[src/rtl/exec_mul_sequencer.sv]
// Shift-and-add 16x16 multiply sequencer that borrows the execute-stage ALU adder.
// Keeps the low 16 bits of the product and stalls the pipeline while it owns the ALU.
module exec_mul_sequencer #(
   parameter int unsigned WIDTH = 16,
   parameter int unsigned CNT_W = 4
) (
   input  logic             clk,
   input  logic             rst,
   input  logic             start,
   input  logic             cancel,
   input  logic [WIDTH-1:0] op_a,
   input  logic [WIDTH-1:0] op_b,
   input  logic [WIDTH-1:0] alu_result,
   output logic             ovr_en,
   output logic [WIDTH-1:0] ovr_Ain,
   output logic [WIDTH-1:0] ovr_Bin,
   output logic [1:0]       ovr_ALUop,
   output logic             stall,
   output logic             busy,
   output logic             done,
   output logic [WIDTH-1:0] result
);

   typedef enum logic [1:0] {
      IDLE = 2'd0,
      RUN  = 2'd1,
      DONE = 2'd2
   } state_t;

   state_t           state;
   logic [WIDTH-1:0] acc;
   logic [WIDTH-1:0] mcand;
   logic [WIDTH-1:0] mplier;
   logic [CNT_W-1:0] cnt;

   logic             accept;
   logic             in_run;
   logic             last_iter;
   logic [WIDTH-1:0] acc_nxt;

   // rst gating keeps stall low while reset is held, even with start high
   assign accept    = ~rst & (state == IDLE) & start & ~cancel;
   assign in_run    = (state == RUN);
   assign acc_nxt   = mplier[0] ? alu_result : acc;
   assign last_iter = ((mplier >> 1) == '0) || (cnt == CNT_W'(WIDTH - 1));

   always_ff @(posedge clk or posedge rst) begin
      if (rst) begin
         state  <= IDLE;
         acc    <= '0;
         mcand  <= '0;
         mplier <= '0;
         cnt    <= '0;
         result <= '0;
      end else begin
         case (state)
            IDLE: begin
               if (accept) begin
                  mcand  <= op_a;
                  mplier <= op_b;
                  acc    <= '0;
                  cnt    <= '0;
                  state  <= RUN;
               end
            end
            RUN: begin
               if (cancel) begin
                  state <= IDLE;
               end else begin
                  acc    <= acc_nxt;
                  mcand  <= mcand << 1;
                  mplier <= mplier >> 1;
                  cnt    <= cnt + CNT_W'(1);
                  if (last_iter) begin
                     result <= acc_nxt;
                     state  <= DONE;
                  end
               end
            end
            DONE:    state <= IDLE;
            default: state <= IDLE;
         endcase
      end
   end

   // Outputs decode only registered state, except stall which must react to start
   assign ovr_en    = in_run;
   assign ovr_Ain   = in_run ? acc : '0;
   assign ovr_Bin   = in_run ? mcand : '0;
   assign ovr_ALUop = 2'b00;
   assign busy      = in_run;
   assign stall     = in_run | accept;
   assign done      = (state == DONE);

endmodule

[config.mk]
export PLATFORM = sky130hd
export DESIGN_NAME = exec_mul_sequencer
export DESIGN_NICKNAME = d
export VERILOG_FILES = /design/src/rtl/exec_mul_sequencer.sv
export SDC_FILE = /design/constraint.sdc
export NUM_CORES = 1
export LEC_CHECK = 0
export CAP_MARGIN = 25
export CORE_MARGIN = 3
export CORE_UTILIZATION = 45
export DETAILED_ROUTE_END_ITERATION = 16
export DONT_BUFFER_PORTS = 1
export GPL_TIMING_DRIVEN = 0
export SYNTH_ARGS = -nofsm -noshare
export SYNTH_HDL_FRONTEND = slang
export SYNTH_SLANG_ARGS = --single-unit
[constraint.sdc]
create_clock -name clk -period 4.4 [get_ports clk]
set_input_delay 0.66 -clock clk [delete_from_list [all_inputs] [get_ports clk]]
set_output_delay 0.66 -clock clk [all_outputs]
set_load 0.1 [all_outputs]
==> results.cfg, run 1 <==
[synth]
synth_area_um2 = 3540
synth.area.top_cells = dfrtp_1 50%, mux2i_1 13%, and2_1 5.7%
synth_compound_area_frac = 0.153
synth_cell_types = 31
ys_top_cells_by_count = 70 x dfrtp_1, 45 x mux2i_1, 35 x o21ai_1, 32 x and2_1, 27 x nand2_1
synth_flop_cell = dfrtp_1
yosysMostFrequentCell = dfrtp_1
async_flop_share = 1.00
synth_edf_count = 0
yosys.area.top_type = dfrtp_1
ys_seq_area_frac = 0.495
muxShareOfSynthArea = 0.127
yosys.area_share.adder = 0.00354
synthSimpleGateAreaFrac = 0.165
synthXorXnorAreaFrac = 0
synth_seq_cells = 70
avgSynthCellArea_um2 = 10.8
synthCells = 328
synth_warnings = 0
synth_top_family_by_area = simple AND/OR/NAND/NOR gates
synth_top_area_share = 0.495

[clocking]
cts.reportedPaths.clkPinSlew_ns = 0.07
root_buffer = clkbuf_8
h-tree-depth = 3
clock_sink_count = 70
cts_max_path_buffers = 2
cts_resized = 0
clk-insertion-delay-late_ns = 0.35
cts_made_buffers = 9
cts_tree = done
cts_setup_buffers = 0
postCtsHoldBufs = 0

[critical_path]
cp_top_family = simple AND/OR/NAND/NOR gates
cp.required_ns = 3.74
crit_chain = nand2b_1 > inv_2 > clkbuf_2 > and2_1
setup.worst_path.start_class = register
critPathKind = register to output port
cp_num_buf_inv = 2
slowest_stage = and2_1
crit_path_max_incr_delay_ns = 0.88
crit_path_max_fanout = 11
worstSetupEndpointType = output port
crit_arrival_ns = 2.62

[power]
internal_power_w = 0.00133
seqPwrFrac = 0.418
swShare = 0.343
p_per_area_nw_per_um2 = 512
irDropWorstVdd_v = 0.000286
p_comb_frac = 0.248
power_switching_w = 0.000695
p_clk_frac = 0.335
p_leak_nw = 1.78

[floorplan]
rows = 31
io_pins = 106
initial_utilization = 0.475
core-area_um2 = 7450
die_h_um = 94.7
die-area_um2 = 8960
die_x_um = 94.7

[route]
drt_iter0_markers = 73
drc_errors = 0
antenna_left = 0
wl_mm = 8.48
firstDrtPassIters = 4
via_per_inst = 5.64
post_drt_wl_per_cell_um = 19.1
vias = 2510

[place]
port_buffers = 0
dpl.hpwl_mm = 6.03
place_inst = 429
placed_cell_area_um2 = 3700
gp_congestion = 0.774

[layout]
area_growth_syn_to_layout_pct = 12.0
fill_cells = 703
antenna_cells = 0
nets = 394
drive_above_1_share = 0.176
final_util = 0.532
final_cell_count_no_fill = 445
stdcell_area_um2 = 3960

[timing]
fin_crit_ns = 3.28
setup_viol_count_final = 0
slew-limit-headroom = 0.264
worst_pin_slew_ns = 1.10
finalClockSkew_ns = 0.00821
tns_ns = 0
max_freq_mhz = 305
rsz0062_at_grt = false
hold_viol = 0
final_max_slew_viol_count = 0
period_share = 0.745
whs_ns = 0.162

[global_route]
antenna_found_initial = 0
grtUsageTotal = 0.199
grt_pass1_wl_mm = 13.6
grt.overflow.total = 0
grt_pass1_vias = 2585
grt_max_degree = 46

[hold_path]
hold_path.class = input port to async pin

[outcome]
outcome = complete, no violations

[flow_run]
drv_cap = 0
-- worst paths after layout --
check / startpoint / slack (ns) / depth (start not counted) / to
worst max-delay path: state[1] / 1.12 / 4 / ovr_Ain[14]
worst min-delay path: rst / 0.16 / 1 / result[15]
worst max register to register: state[1] / 2.10 / 6 / mcand[1]
worst min register to register: mcand[15] / 0.49 / 2 / mcand[15]
max in group asynchronous: rst / 3.70 / 2 / acc[2]
min in group clk: op_b[15] / 0.42 / 2 / mplier[15]
-- cells by family after synthesis --
logic type,count (synthesis)
DFF,70
buffers and inverters,32
adders and majority gates,1
and+or+nand+nor,91
AOI/OAI and AO/OA,88
muxes,45
other,1
-- cell usage in the layout (no fill, tap or decap), drive strengths merged, types with 15 or more instances in the layout --
| cell type | netlist | layout |
|---|---|---|
| nor3 | 15 | 15 |
| a21oi | 16 | 16 |
| clkbuf | 8 | 18 |
| dfrtp | 70 | 70 |
| a32o | 16 | 16 |
| o21ai | 53 | 53 |
| and2 | 32 | 32 |
| nand2 | 27 | 27 |
| buf | 20 | 21 |
| mux2i | 45 | 45 |
-- sequential cells by signal, indices dropped and copies added (netlist names) --
register and cells:
mplier 16, result 16, cnt 4, mcand 16, acc 16, state 2
-- per-stage QoR --
step	setup slack, ns	total power, W
floorplan	1.19	0.00128
global placement	0.882	0.00135
detailed placement	1.42	0.00137
CTS	1.08	0.00205
global route	0.982	0.00213
finish	1.12	0.00203
-- routing by layer --
layer,vias up,share of wire,global-route usage
met4,0,0.012,0.0865
met5,-,0,0
met1,1238,0.45,0.269
met3,7,0.060,0.0550
met2,64,0.48,0.299
li1,1201,-,-
-- power groups by stage --
stage | registers (W) | clock network (W) | logic (W)
floorplan | 0.000840 | 0 | 0.000440
global placement | 0.000854 | 0 | 0.000499
detailed placement | 0.000859 | 0 | 0.000508
CTS | 0.000848 | 0.000695 | 0.000508
global route | 0.000862 | 0.000726 | 0.000547
finish | 0.000847 | 0.000679 | 0.000502
-- final cells by class --
type | count | area (um^2) | area share
clock buffers | 10 | 128 | 0.0322
multi-input cells | 227 | 1600 | 0.404
repair buffers | 1 | 27.5 | 0.00695
plain buffers | 28 | 179 | 0.0452
inverters | 4 | 17.5 | 0.00442
clock inverters | 6 | 134 | 0.0338
well taps | 99 | 124 | 0.0313
flip-flops and latches | 70 | 1750 | 0.442
No activity file was read; power rests on OpenSTA's default activity.
==> inputs of run 2 (changes only) <==
clock period = 2.9 ns   (was 4.4 ns; I/O delays follow)
==> run 2 against run 1 <==
  * Global-route usage down 0.33 points
  * Power rose by 52%
  * Final cell count is the same
  * Sequential share of layout area shrank 0.24 points
  * Critical endpoint is now stall
  * Critical path depth unchanged
  * Register-to-register slack worse by 1.5 ns
  * Hold slack got worse by 0.14 ns
  * Count of clock-buffer cells in the layout is the same
  * Final area up 0.54%
  * Clock power is 53% higher
==> results.cfg, run 2 (synthesized netlist as in run 1, its figures left out) <==
[hold_path]
hold_path.class = input port to async pin

[timing]
fin_crit_ns = 2.77
max_freq_mhz = 361
final_max_slew_viol_count = 0
rsz0062_at_grt = false
finalClockSkew_ns = 0.0101
slew-limit-headroom = 0.267
worst_pin_slew_ns = 1.09
hold_viol = 0
setup_viol_count_final = 0
period_share = 0.954

[flow_run]
drv_cap = 0

[power]
fin_total_pwr_w = 0.00309
seqPwrFrac = 0.416
swShare = 0.344
irDropWorstVdd_v = 0.000337
p_per_area_nw_per_um2 = 776
power_switching_w = 0.00106
p_leak_nw = 1.80
internal_power_w = 0.00203
p_clk_frac = 0.337
p_comb_frac = 0.247

[critical_path]
reg2reg_depth = 6
crit_path_max_incr_delay_ns = 0.68
critPathKind = register to output port
rrSetupSlack_ns = 0.63
path_common_cell = buf_2
crit_path_max_fanout = 10
slowest_stage = nand2_1
crit_chain = or4_1 > buf_2 > buf_2 > nand2_1
cp_num_buf_inv = 2
cp.required_ns = 2.47
setup.worst_path.start_class = register
cp_num_cells = 4
cp_top_family = simple AND/OR/NAND/NOR gates
worstSetupEndpointType = output port
crit_arrival_ns = 2.33

[route]
antenna_left = 0
firstDrtPassIters = 4
post_drt_wl_per_cell_um = 19.0
wl_mm = 8.47
drt_iter0_markers = 97
vias = 2521
drc_errors = 0
via_per_inst = 5.67

[clocking]
h-tree-depth = 3
clock_sink_count = 70
cts.reportedPaths.clkPinSlew_ns = 0.07
root_buffer = clkbuf_8
clk-insertion-delay-late_ns = 0.34
cts_setup_buffers = 0
cts_tree = done
cts_made_buffers = 9
cts_max_path_buffers = 2

[floorplan]
initial_utilization = 0.475
die_h_um = 94.7
die_x_um = 94.7
io_pins = 106
rows = 31
die-area_um2 = 8960
core-area_um2 = 7450

[layout]
antenna_cells = 0
nets = 394
final_cell_count_no_fill = 445
drive_above_1_share = 0.225
stdcell_area_um2 = 3980
final_common_cell = dfrtp_1
area_growth_syn_to_layout_pct = 12.6
mostFrequentLayoutCells = 70 x dfrtp_1, 45 x mux2i_1, 35 x o21ai_1, 27 x nand2_1, 18 x o21ai_0

[place]
place_inst = 429
gp_congestion = 0.747
placed_cell_area_um2 = 3700
dpl.hpwl_mm = 5.85
port_buffers = 0

[global_route]
antenna_found_initial = 0
grt_max_degree = 71
grt.overflow.total = 0
grt_pass1_wl_mm = 13.3
grtUsageTotal = 0.196
grt_pass1_vias = 2545

[outcome]
outcome = complete, no violations
## run 2: what timing repair did
item | 4_1_cts | 5_1_grt
hold buffers | 0 | 0
gates resized for setup | 17 | 0
setup endpoints to repair | 17 | 0
## run 2: power by group through the flow
stage               clock, W  sequential (W)  combinational, W
floorplan                  0         0.00127          0.000669
global placement           0         0.00130          0.000756
detailed placement         0         0.00130          0.000769
CTS                  0.00107         0.00129          0.000772
global route         0.00110         0.00131          0.000828
finish               0.00104         0.00128          0.000764
## run 2: per-stage QoR
stage	utilization	hold WS, ns	setup TNS, ns	setup WS, ns
2_1_floorplan	-	0.447	0	0.430
3_3_place_gp	0.492	0.459	-13.70	-0.199
5_1_grt	0.535	0.0396	0	0.0158
4_1_cts	0.535	0.0353	0	0.0920
3_5_place_dp	0.497	0.419	0	0.217
6_report	0.535	0.0192	0	0.132
## run 2: layout make-up
cell class / instances / area [um^2]
tap: 99 / 124
inverter: 4 / 17.5
timing repair buffer: 1 / 27.5
multi-input combinational: 227 / 1620
fill: 728 / 3460
sequential: 70 / 1750
clock inverter: 6 / 134
buffer: 28 / 179
clock buffer: 10 / 128
## run 2: routing by layer
metal,share of wire,wire length [um],GRT usage
met1,0.43,3660,0.257
met2,0.48,4040,0.301
met5,0,0,0
met4,0.0072,61,0.0505
met3,0.083,701,0.0797
## run 2: path summary, 6_finish.rpt
kind                            from   endpoint
setup / recovery            state[1]      stall
max in group asynchronous        rst  mcand[14]
setup reg to reg            state[1]   mcand[3]
hold reg to reg            mcand[15]  mcand[15]
min in group clk             op_a[0]   mcand[0]
hold / removal                   rst   mcand[3]
